**config.mk**
```make
export PLATFORM = sky130hd
export DESIGN_NAME = card_dealer
export DESIGN_NICKNAME = d
export VERILOG_FILES = /design/src/rtl/card_dealer.sv
export SDC_FILE = /design/constraint.sdc
export NUM_CORES = 1
export LEC_CHECK = 0
export CAP_MARGIN = 5
export CORE_AREA = 3 3 94 96
export DETAILED_ROUTE_END_ITERATION = 10
export DIE_AREA = 0 0 97 99
export PLACE_DENSITY = 0.74
export SLEW_MARGIN = 10
export SYNTH_ARGS = -nofsm -noshare
export SYNTH_HDL_FRONTEND = slang
export SYNTH_SLANG_ARGS = --single-unit
```
**constraint.sdc**
```tcl
create_clock -name clock -period 2.7 [get_ports clock]
set_input_delay 0.54 -clock clock [delete_from_list [all_inputs] [get_ports clock]]
set_output_delay 0.54 -clock clock [all_outputs]
set_load 0.03 [all_outputs]
```
**src/rtl/card_dealer.sv**
```systemverilog
// card_dealer: deals cards one at a time from a tracked 52-card deck.
// A card is never repeated until the deck is restocked. Each deal raises a
// one-cycle card_valid strobe. The start position of the search for a free
// card comes from a free-running LFSR.

module card_dealer #(
  parameter logic [15:0] LFSR_SEED = 16'hACE1
) (
  input  logic       clock,
  input  logic       reset,
  input  logic       draw,
  input  logic       new_deck,
  output logic [3:0] card,
  output logic [1:0] suit,
  output logic [5:0] card_index,
  output logic       card_valid,
  output logic       busy,
  output logic       deck_empty,
  output logic [5:0] cards_left
);

  typedef enum logic [1:0] {
    IDLE,
    SEARCH,
    DEAL
  } state_t;

  state_t      state;
  logic [15:0] lfsr;
  logic        draw_q;
  logic        rise;
  logic [51:0] dealt;
  logic [5:0]  probe;
  logic [5:0]  start_index;
  logic [5:0]  next_probe;
  logic        probe_free;
  logic [1:0]  probe_suit;
  logic [3:0]  rank_base;
  logic [3:0]  probe_rank;

  // Fibonacci LFSR (taps 16,14,13,11) advancing every cycle outside reset
  always_ff @(posedge clock) begin
    if (reset) begin
      lfsr <= LFSR_SEED;
    end else begin
      lfsr <= {lfsr[14:0], lfsr[15] ^ lfsr[13] ^ lfsr[12] ^ lfsr[10]};
    end
  end

  // Previous draw level; starts high so a key held through reset never deals
  always_ff @(posedge clock) begin
    if (reset) begin
      draw_q <= 1'b1;
    end else begin
      draw_q <= draw;
    end
  end

  assign rise        = draw & ~draw_q;
  assign start_index = (lfsr[5:0] < 6'd52) ? lfsr[5:0] : lfsr[5:0] - 6'd12;
  assign next_probe  = (probe == 6'd51) ? 6'd0 : probe + 6'd1;
  assign probe_free  = ~dealt[probe];
  assign busy        = (state != IDLE);
  assign deck_empty  = (cards_left == 6'd0);

  // Suit from a comparator chain; rank_base holds the suit's first index mod 16
  always_comb begin
    probe_suit = 2'd0;
    rank_base  = 4'd0;
    if (probe >= 6'd39) begin
      probe_suit = 2'd3;
      rank_base  = 4'd7;
    end else if (probe >= 6'd26) begin
      probe_suit = 2'd2;
      rank_base  = 4'd10;
    end else if (probe >= 6'd13) begin
      probe_suit = 2'd1;
      rank_base  = 4'd13;
    end
  end

  // The true rank is 1..13, so wrapping 4-bit arithmetic on the low bits is exact
  assign probe_rank = probe[3:0] - rank_base + 4'd1;

  // Deal state machine: waits for a draw edge, probes for a free card, presents it
  always_ff @(posedge clock) begin
    if (reset) begin
      state      <= IDLE;
      dealt      <= '0;
      cards_left <= 6'd52;
      card       <= 4'd0;
      suit       <= 2'd0;
      card_index <= 6'd0;
      card_valid <= 1'b0;
      probe      <= 6'd0;
    end else begin
      card_valid <= 1'b0;
      case (state)
        IDLE: begin
          if (new_deck) begin
            dealt      <= '0;
            cards_left <= 6'd52;
            card       <= 4'd0;
          end else if (rise && !deck_empty) begin
            probe <= start_index;
            state <= SEARCH;
          end
        end
        SEARCH: begin
          if (new_deck) begin
            dealt      <= '0;
            cards_left <= 6'd52;
            card       <= 4'd0;
            state      <= IDLE;
          end else if (probe_free) begin
            card         <= probe_rank;
            suit         <= probe_suit;
            card_index   <= probe;
            dealt[probe] <= 1'b1;
            cards_left   <= cards_left - 6'd1;
            state        <= DEAL;
          end else begin
            probe <= next_probe;
          end
        end
        DEAL: begin
          card_valid <= 1'b1;
          state      <= IDLE;
          if (new_deck) begin
            dealt      <= '0;
            cards_left <= 6'd52;
            card       <= 4'd0;
          end
        end
        default: state <= IDLE;
      endcase
    end
  end

endmodule
```
==> results by group <==
Logic synthesis
  – Leading area contributor after synthesis: dfxtp_1
  – Seq/Total Area, Yosys: 44.89%
  – Most used DFF post-synth: dfxtp_1
  – Post-synth cell types: 61
  – Async SR Flop Fraction: 0%
  – Register bit total from synthesis: 96
  – Synth area leaders: dfxtp_1 45%, a32o_1 7.5%, nand2_1 4.3%, mux4_2 4.2%, ha_1 3.5%
  – Mean Syn Cell Area: 9.536 µm²
  – Cell Area, Synth: 4282 µm²
  – Post-synth EDFFs: 0
  – Syn Nets: 466
  – Synth Instances: 449
  – YS warnings: 0
  – Top-area cell type share of the netlist area: 44.89%

Pwr
  – Switching share of power: 26.72%
  – Sequential Power Share: 56.8%
  – Power Density: 505.4 nW/µm²
  – Sw Pwr: 683.2 µW
  – Leakage: 1.926 nW
  – Maximum vdd ir drop: 309.0 µV
  – Total Power: 2.557 mW
  – Internal power: 1.874 mW
  – Logic pwr share: 8.2%
  – Clock power frac: 35.0%

Clock network
  – Clock sinks: 96
  – CTS max path bufs: 2
  – Clock-pin slew on the worst setup and hold paths: 0.10 ns
  – Root Buffer: clkbuf_8
  – Worst skew pair latency: 0.36 ns
  – CTS tree: done
  – Htree depth: 3
  – CTS Buf Count: 9

Timing
  – Hold Fails Final Rpt: 0
  – Slew HR: 39.50%
  – Final setup viols: 1
  – Final Cycle Share: 101.2%
  – F_max: 0.3661 GHz
  – Setup ws final: -0.03163 ns
  – Hold slack: 0.4206 ns
  – Slew @ Worst Pin: 0.9006 ns
  – Crit path time final: 2.732 ns
  – Slew Limit Fails: 0
  – Final Skew: 0.01026 ns
  – RSZ-0062 raised after global routing: true

Setup path
  – Setup CP Type: flip-flop to flip-flop
  – Kind of end point of the critical path: flip-flop
  – CP Data Required Time: 2.96 ns
  – CP max-delay cell: dfxtp_2
  – Crit path max fanout: 3
  – Largest stage delay, worst path: 0.37 ns
  – Crit path DAT: 3.00 ns
  – Cell Chain, Critical Path: inv_2 > ha_1 > nor3_2 > nor2_1 > nor2_2 > inv_1 > ha_1 > inv_1 > ha_1 > inv_1 > fa_2 > xor2_1 > xnor2_1 > xnor2_1 > nor4_2 > a31o_2
  – Cell family with most CP delay: adder cells
  – Buf/Inv on CP: 4
  – Startpoint Class: flip-flop

Outcome
  – Outcome: finished, violations left
  – Failing checks: negative setup slack

GRT
  – Initial antenna violation count: 0
  – Global-route usage over all layers: 22.12%
  – Global-route wire length before repair: 17240 µm
  – Overflow after GRT: 0
  – Pin count of the biggest net entering global routing: 54
  – Vias in the first global route: 3472

Cells and area
  – Share of layout cells above drive strength 1: 19.07%
  – Fillers: 713
  – Number of diodes: 0
  – Synth-to-layout area growth: 18.18%
  – Total Nets Final: 505
  – Final Util: 62.21%

Die
  – Die Area: 9603 µm²
  – Initial Utilization: 52.64%
  – Row count: 33
  – Die Height: 99 µm
  – Die Width: 97 µm
  – # IOs: 25
  – Core area: 8134 µm²

Placement
  – Gpl congestion: 0.8660
  – PortBufs: 24
  – Post-DP HPWL: 7400 µm

Routing
  – Final wirelength: 10430 µm
  – Iteration-0 DRC Markers: 229
  – DR DRC count: 0
  – Routed vias: 3588
  – DR pass1 iterations: 5
  – Remaining antenna violation count: 0
  – Post-DR wirelength/cell: 17.44 µm
  – Vias/cell: 6.000

Hold path
  – HP Class: flip-flop to flip-flop

Flow run
  – Max-cap viol count: 0
-- Yosys cell counts (4+ instances only) --
cell type and instances:
xnor2_1 4, a32o_1 32, nand3_1 11, ha_1 12
a221oi_1 4, or2_2 8, inv_1 19, o21ai_0 30
nor2b_1 8, mux2i_1 8, nand2_1 49, a31oi_1 4
nand2b_1 4, nor3_1 8, buf_2 4, buf_4 4
and3_1 4, mux4_2 8, nor2_1 37, clkbuf_1 18
dfxtp_1 96, nor3b_1 4, a21oi_1 10, o211ai_1 4
-- cell usage in the layout (no fill, tap or decap), types with 7 or more instances in the layout --
cell type and count:
buf_4 29, nor3_1 7, mux4_2 8, mux2i_1 8, o21ai_0 20, nor2_1 36
nand2_1 49, nand3_1 10, o21ai_1 10, ha_1 12, a32o_1 32, or2_2 8
clkbuf_8 9, dfxtp_1 93, clkdlybuf4s50_1 24, nor2b_1 8, inv_1 18, a21oi_1 9
-- final timing paths --
check | startpoint | endpoint | slack [ns] | cells after the start
worst min register to register | lfsr[6] | lfsr[7] | 0.42 | 1
worst max register to register | probe[0] | card[3] | -0.03 | 16
worst min-delay path | lfsr[6] | lfsr[7] | 0.42 | 1
worst max-delay path | probe[0] | card[3] | -0.03 | 16
-- power by group through the flow --
stage | registers, mW | clock network (mW) | logic, mW
5_1_grt | 1.46 | 0.973 | 0.229
3_5_place_dp | 1.49 | 0 | 0.204
3_3_place_gp | 1.48 | 0 | 0.198
2_1_floorplan | 1.49 | 0 | 0.133
6_report | 1.45 | 0.895 | 0.210
4_1_cts | 1.45 | 0.915 | 0.207
-- worst register-to-register path, cell delays in order, from the launching register on --
cell,delay (ns)
dfxtp_2,0.37
inv_2,0.05
ha_1,0.20
nor3_2,0.15
nor2_1,0.07
nor2_2,0.14
inv_1,0.07
ha_1,0.27
inv_1,0.06
ha_1,0.13
inv_1,0.05
fa_2,0.33
xor2_1,0.15
xnor2_1,0.13
xnor2_1,0.19
nor4_2,0.05
a31o_2,0.21
-- registers in the layout, summed over array words and instances, names as in the netlist --
register and flops:
state 2, card 4, cards_left 6, suit 2, probe 6, dealt 52
card_valid 1, draw_q 1, card_index 6, lfsr 16
-- final cells by class --
cell class,instances,area (µm²),share of cell area [%]
multi-input combinational,303,2195,43.37
sequential,96,1926,38.06
tap,105,131.4,2.596
clock buffer,9,123.9,2.448
inverter,20,75.07,1.484
timing repair buffer,58,549.3,10.86
clock inverter,7,60.06,1.187
-- layer usage --
metal | up-vias | routed length, µm | GRT usage (%) | share of wire, %
li1 | 1717 | - | - | -
met1 | 1703 | 4519 | 29.25 | 43
met2 | 138 | 4882 | 34.71 | 47
met3 | 30 | 675 | 4.105 | 6.5
met4 | 0 | 349 | 11.34 | 3.3
met5 | - | 0 | 0 | 0
-- what timing repair did --
item	CTS	global route
pin swaps	2	3
setup endpoints to repair	1	60
resized for setup	1	19
hold buffers	0	0
setup buffers	1	0
-- cells by family after synthesis --
| logic type | share of synthesized area, % |
|---|---|
| multiplexers | 7.218 |
| XOR/XNOR | 1.432 |
| AO/OA/AOI/OAI | 20.43 |
| flip-flops | 44.89 |
| AND/OR/NAND/NOR | 16.83 |
| adder cells (fa/ha/maj) | 3.974 |
| buffers and inverters | 5.231 |
-- metrics by stage --
step / cells / area, µm² / TNS [ns] / setup WS (ns)
6_report: 598 / 5060 / -0.03163 / -0.03163
5_1_grt: 598 / 5060 / -0.2119 / -0.2056
4_1_cts: 598 / 5024 / -0.02893 / -0.02893
3_5_place_dp: 581 / 4827 / -0.06329 / -0.06329
3_3_place_gp: 581 / 4827 / 0 / 0.01424
2_1_floorplan: 449 / 4303 / -0.1861 / -0.1861
(Power assumes the default switching activity.)
